### src/rtl/context_switch_scheduler.sv
// Context-switch sequencer: arbitrates the global stage bus and steps the context RAMs through write, settle and read.
// Optional switch statistics (stats_clear, stored_count, local_count) are built only when CONTEXT_SWITCH_STATS_EN is defined.
//
// state  | meaning
// IDLE   | forward upstream_stage, ready for a switch request
// WRITE  | broadcast STAGE_WRITE_TO_MEM for one cycle
// SETTLE | broadcast STAGE_IDLE while the settle down-counter runs
// READ   | broadcast STAGE_READ_FROM_MEM for one cycle
// DONE   | broadcast STAGE_IDLE and pulse switch_done
module context_switch_scheduler #(
  parameter int NUM_CONTEXTS = 2,
  parameter int SETTLE_CYCLES = 2,
  parameter int STAGE_WIDTH = 3,
  parameter logic [STAGE_WIDTH-1:0] STAGE_IDLE = STAGE_WIDTH'(0),
  parameter logic [STAGE_WIDTH-1:0] STAGE_WRITE_TO_MEM = STAGE_WIDTH'(3),
  parameter logic [STAGE_WIDTH-1:0] STAGE_READ_FROM_MEM = STAGE_WIDTH'(4),
  localparam int CTX_WIDTH = (NUM_CONTEXTS > 2) ? $clog2(NUM_CONTEXTS) : 1
) (
  input  logic                   clk,
  input  logic                   reset,
  input  logic [STAGE_WIDTH-1:0] upstream_stage,
  input  logic                   req_valid,
  input  logic                   req_local,
`ifdef CONTEXT_SWITCH_STATS_EN
  input  logic                   stats_clear,
  output logic [15:0]            stored_count,
  output logic [15:0]            local_count,
`endif
  output logic                   req_ready,
  output logic [STAGE_WIDTH-1:0] global_stage,
  output logic                   local_context_switch,
  output logic [CTX_WIDTH-1:0]   context_id,
  output logic                   switch_done,
  output logic                   busy
);

  localparam int SETTLE_EFF = (SETTLE_CYCLES < 1) ? 1 : SETTLE_CYCLES;
  localparam int CNT_W = (SETTLE_EFF > 1) ? $clog2(SETTLE_EFF) : 1;

  typedef enum logic [2:0] {
    S_IDLE,
    S_WRITE,
    S_SETTLE,
    S_READ,
    S_DONE
  } state_t;

  state_t                 state, state_nxt;
  logic [CNT_W-1:0]       settle_cnt, settle_cnt_nxt;
  logic                   accept;
  logic [STAGE_WIDTH-1:0] stage_nxt;
  logic [CTX_WIDTH-1:0]   ctx_nxt;
  logic                   local_nxt;
  logic                   ready_nxt;
  logic                   busy_nxt;
  logic                   done_nxt;

  always_ff @(posedge clk or negedge reset) begin
    if (!reset) begin
      state                <= S_IDLE;
      settle_cnt           <= '0;
      global_stage         <= STAGE_IDLE;
      local_context_switch <= 1'b0;
      context_id           <= '0;
      req_ready            <= 1'b0;
      switch_done          <= 1'b0;
      busy                 <= 1'b0;
    end else begin
      state                <= state_nxt;
      settle_cnt           <= settle_cnt_nxt;
      global_stage         <= stage_nxt;
      local_context_switch <= local_nxt;
      context_id           <= ctx_nxt;
      req_ready            <= ready_nxt;
      switch_done          <= done_nxt;
      busy                 <= busy_nxt;
    end
  end

  // Outputs are registered from the next state so each stage appears in the cycle right after its transition.
  always_comb begin
    state_nxt      = state;
    settle_cnt_nxt = settle_cnt;
    accept         = 1'b0;
    stage_nxt      = STAGE_IDLE;
    ctx_nxt        = context_id;
    local_nxt      = local_context_switch;

    case (state)
      S_IDLE: begin
        if (req_valid && req_ready) begin
          accept    = 1'b1;
          state_nxt = S_WRITE;
        end
      end
      S_WRITE: begin
        state_nxt      = S_SETTLE;
        settle_cnt_nxt = CNT_W'(SETTLE_EFF - 1);
        if (!local_context_switch) begin
          if (context_id == CTX_WIDTH'(NUM_CONTEXTS - 1)) ctx_nxt = '0;
          else ctx_nxt = context_id + CTX_WIDTH'(1);
        end
      end
      S_SETTLE: begin
        if (settle_cnt == '0) state_nxt = S_READ;
        else settle_cnt_nxt = settle_cnt - CNT_W'(1);
      end
      S_READ:  state_nxt = S_DONE;
      S_DONE:  state_nxt = S_IDLE;
      default: state_nxt = S_IDLE;
    endcase

    if (accept) local_nxt = req_local;

    // Upstream is only forwarded once a full IDLE cycle has passed, so nothing sampled during DONE leaks out.
    case (state_nxt)
      S_WRITE: stage_nxt = STAGE_WRITE_TO_MEM;
      S_READ:  stage_nxt = STAGE_READ_FROM_MEM;
      S_IDLE:  stage_nxt = (state == S_IDLE) ? upstream_stage : STAGE_IDLE;
      default: stage_nxt = STAGE_IDLE;
    endcase

    ready_nxt = (state_nxt == S_IDLE);
    busy_nxt  = (state_nxt != S_IDLE);
    done_nxt  = (state_nxt == S_DONE);
  end

`ifdef CONTEXT_SWITCH_STATS_EN
  always_ff @(posedge clk or negedge reset) begin
    if (!reset) begin
      stored_count <= '0;
      local_count  <= '0;
    end else if (stats_clear) begin
      stored_count <= '0;
      local_count  <= '0;
    end else if (state == S_DONE) begin
      if (local_context_switch) begin
        if (local_count != 16'hFFFF) local_count <= local_count + 16'd1;
      end else begin
        if (stored_count != 16'hFFFF) stored_count <= stored_count + 16'd1;
      end
    end
  end
`endif

endmodule

### config.mk
export PLATFORM = sky130hd
export DESIGN_NAME = context_switch_scheduler
export DESIGN_NICKNAME = d
export VERILOG_FILES = /design/src/rtl/context_switch_scheduler.sv
export SDC_FILE = /design/constraint.sdc
export NUM_CORES = 1
export LEC_CHECK = 0
export CORE_AREA = 2 2 39 41
export DETAILED_ROUTE_END_ITERATION = 10
export DIE_AREA = 0 0 41 43
export PLACE_DENSITY = 0.66
export SKIP_LAST_GASP = 1
export SYNTH_ARGS = -nofsm -noshare
export SYNTH_HDL_FRONTEND = slang
export SYNTH_SLANG_ARGS = --single-unit
### constraint.sdc
create_clock -name clk -period 3.1 [get_ports clk]
set_clock_uncertainty 0.2 [all_clocks]
set_input_delay 0.62 -clock clk [delete_from_list [all_inputs] [get_ports clk]]
set_output_delay 0.62 -clock clk [all_outputs]
set_load 0.03 [all_outputs]
==> impl_metrics.csv, run 1 <==
group,metric,value,unit
status,status,"finished clean",
pwr,swShare,40.0,%
logic_synthesis,synthTopCellsByArea,"dfrtp_1 (60%), nor4_4 (4.3%), nor2_1 (3.0%)",
sta,timing.hold.ws,0.275,ns
sta,min_period_over_period,69.4,%
logic_synthesis,ys_ff_latch,12,
sta,tightest_slew,0.515,ns
clock_network,clockBufferDepth,2,
logic_synthesis,synth_cells,40,
clock_network,cts_setup_buffers,0,
layout,insertedDiodeCount,0,
critical_path,end_kind,"output port",
grt,grt.overflow.total,0,
grt,grt_usage,12.8,%
critical_path,cp.depth,1,
critical_path,cp.arrival,1.33,ns
layout,area_growth,34.8,%
logic_synthesis,post_synth.cell_area_avg,12.4,um^2
route,avgRoutedWirePerCell,11.8,um
critical_path,critPathBufInv,1,
critical_path,crit_path_max_incr_delay,0.68,ns
clock_network,clk_latency,0.27,ns
pwr,p_clk_share,16.1,%
logic_synthesis,synth-simple-area-share,17.1,%
critical_path,cp_slowest_cell,"clkdlybuf4s50_1",
logic_synthesis,synth-compound-area-share,9.57,%
critical_path,path_cells,"clkdlybuf4s50_1",
logic_synthesis,syn-cell-area,497,um^2
layout,fin_util,48.4,%
route,viasPerCell,4.90,
critical_path,cp_top_family,"buffers and inverters",
flow_run,maxCapViolations,0,
die,coreArea,1380,um^2
route,drt_iter0_markers,7,
sta,rsz0062_at_grt,"false",
layout,layout-drive-gt1-share,12.7,%
grt,grt_first_pass_wirelength,1440,um
route,first_pass_iters,4,
place,dp_hpwl,603,um
sta,hold_viol,0,
pwr,pwr-share-comb,44.0,%
logic_synthesis,synth_top_family_by_area,"simple AND/OR/NAND/NOR gates",
pwr,p_leak,0.292,nW
sta,fmax,465,MHz
pwr,p_int,0.000450,W
logic_synthesis,synth_cell_types,21,
logic_synthesis,synth_top_area_share,60.5,%
logic_synthesis,yosys_warnings,0,
critical_path,criticalPathCategory,"flop to output port",
logic_synthesis,synth_mux_area_share,2.27,%
layout,final_common_cell,"clkdlybuf4s50_1",
critical_path,ff2ff_path_depth,2,
critical_path,path_max_fanout,3,
die,die_area,1760,um^2
clock_network,cts_tree,"done",
layout,final_cell_mix,"clkdlybuf4s50_1 (14), dfrtp_1 (12), nor2_1 (4), inv_1 (3), clkbuf_4 (3)",
clock_network,ctsResizeCount,0,
route,drc,0,
route,vias,348,
clock_network,htreeDepth,1,
pwr,p_sw,0.000299,W
sta,slew_violations,0,
grt,grt_max_degree,13,
clock_network,cts.sinks,12,
hold_path,hold_class,"flop to flop",
sta,setup_tns,0,ns
place,io_buffers,14,
logic_synthesis,synth.net_count,47,
route,drtAntennaViolNets,0,
critical_path,start_kind,"flop",
pwr,seqPwrFrac,39.8,%
route,postRouteWirelength,837,um
logic_synthesis,synth_xor_area_share,3.53,%
grt,grt_pass1_vias,317,
die,die_x,41,um
sta,slew_headroom,65.5,%
clock_network,clk_pin_slew_worst_paths,0.07,ns
place,place_congestion,0.731,
critical_path,cp.required,2.28,ns
die,top_level_ports,15,
die,initial_utilization,35.9,%
layout,nets,63,
logic_synthesis,synth_top_area_cell,"dfrtp_1",
logic_synthesis,ys_seq_area_share,60.5,%
sta,fin_crit,2.15,ns
clock_network,clockRootBuffer,"clkbuf_4",
sta,setup_violations,0,
logic_synthesis,synthAdderAreaFrac,0,%
die,fp.dieH,43,um
hold_path,min_delay_path_depth,1,
clock_network,cts_made_buffers,3,
pwr,peakVddDrop,0.328,mV
pwr,power_density,1120,nW/um^2
clock_network,holdBufCountCts,0,
die,rows,14,
grt,antenna_found_initial,0,
path summary, 6_finish.rpt:
kind                                      start  slack (ns)                   end
min                                  context_id        0.28            context_id
min in group asynchronous                 reset        0.49       global_stage[1]
max in group asynchronous                 reset        1.86           switch_done
max                        local_context_switch        0.95  local_context_switch
min reg2reg                          context_id        0.28            context_id
max reg2reg                            state[0]        1.56  local_context_switch
synthesized netlist by cell type (all sizes together):
| cell | n |
|---|---|
| inv | 3 |
| nor4b | 1 |
| xnor2 | 1 |
| a31o | 1 |
| nor3 | 1 |
| mux2 | 1 |
| nor3b | 2 |
| dfrtp | 12 |
| a21oi | 1 |
| a31oi | 1 |
| xor2 | 1 |
| o21ai | 2 |
| a21o | 1 |
| nor4 | 1 |
| a2111oi | 1 |
| nor2 | 4 |
| nor2b | 1 |
| nand2 | 2 |
| buf | 3 |
cell families (layout without fill, tap and decap cells):
kind of cell / after synthesis / after routing
DFF: 12 / 12
and+or+nand+nor: 12 / 12
AOI/OAI and AO/OA: 7 / 7
muxes: 1 / 1
buffers and inverters: 6 / 21
xor gates and xnor gates: 2 / 2
metrics by stage:
step | cells | worst slack (ns) | total power [W] | cell area (um^2)
after CTS | 71 | 0.927 | 0.000759 | 669
after detailed placement | 67 | 1.00 | 0.000635 | 633
final | 71 | 0.950 | 0.000749 | 669
after global placement | 67 | 1.02 | 0.000627 | 633
after global routing | 71 | 0.885 | 0.000809 | 669
after floorplan | 40 | 1.52 | 0.000523 | 497
layer usage:
| layer | global-route usage (%) | wire [um] | share of wire, % |
|---|---|---|---|
| met4 | 10.0 | 0 | 0 |
| met3 | 3.14 | 41 | 4.9 |
| met2 | 15.9 | 425 | 51 |
| met5 | 0 | 0 | 0 |
| met1 | 17.9 | 370 | 44 |
area by class of cell:
class	count	area, um^2
clock buffer	4	36.3
fill	139	714
inverter	3	11.3
multi-input combinational	22	161
sequential	12	300
tap	16	20.0
timing repair buffer	14	140
power groups by stage:
stage | sequential, W | combinational (W) | clock [W]
CTS | 0.000300 | 0.000333 | 0.000125
floorplan | 0.000356 | 0.000167 | 0
finish | 0.000299 | 0.000330 | 0.000121
global route | 0.000310 | 0.000363 | 0.000136
detailed placement | 0.000302 | 0.000333 | 0
global placement | 0.000301 | 0.000326 | 0
sequential cells by signal (all words and copies together), names as in the netlist:
name and count:
busy 1, state 3, context_id 1, local_context_switch 1, global_stage 3, settle_cnt 1, switch_done 1, req_ready 1
Power figures use the tool's default switching activity.
==> run 2, diff against run 1 <==
==> constraint.sdc (replaced) <==
create_clock -name clk -period 2.25 [get_ports clk]
set_clock_uncertainty 0.2 [all_clocks]
set_input_delay 0.45 -clock clk [delete_from_list [all_inputs] [get_ports clk]]
set_output_delay 0.45 -clock clk [all_outputs]
set_load 0.03 [all_outputs]
==> results of run 2 <==
Same layout as run 1 (identical final DEF). Status: finished clean.
Main changes from that run: setup slack after placement 1.00 ns -> 0.323 ns; setup slack after layout 0.950 ns -> 0.270 ns; register-to-register setup slack 1.56 ns -> 0.71 ns; total power 0.000749 W -> 0.00103 W; worst IR drop on VDD 0.328 mV -> 0.452 mV
==> run 3, diff against run 2 <==
==> constraint.sdc (replaced) <==
create_clock -name clk -period 2.25 [get_ports clk]
set_clock_uncertainty 0.2 [all_clocks]
set_input_delay 0.5625 -clock clk [delete_from_list [all_inputs] [get_ports clk]]
set_output_delay 0.5625 -clock clk [all_outputs]
set_load 0.03 [all_outputs]
==> results of run 3 <==
Same layout as run 1 (identical final DEF). Status: finished clean.
Main changes from that run: setup slack after placement 1.00 ns -> 0.211 ns; setup slack after layout 0.950 ns -> 0.157 ns; register-to-register setup slack 1.56 ns -> 0.71 ns; total power 0.000749 W -> 0.00103 W; worst IR drop on VDD 0.328 mV -> 0.452 mV
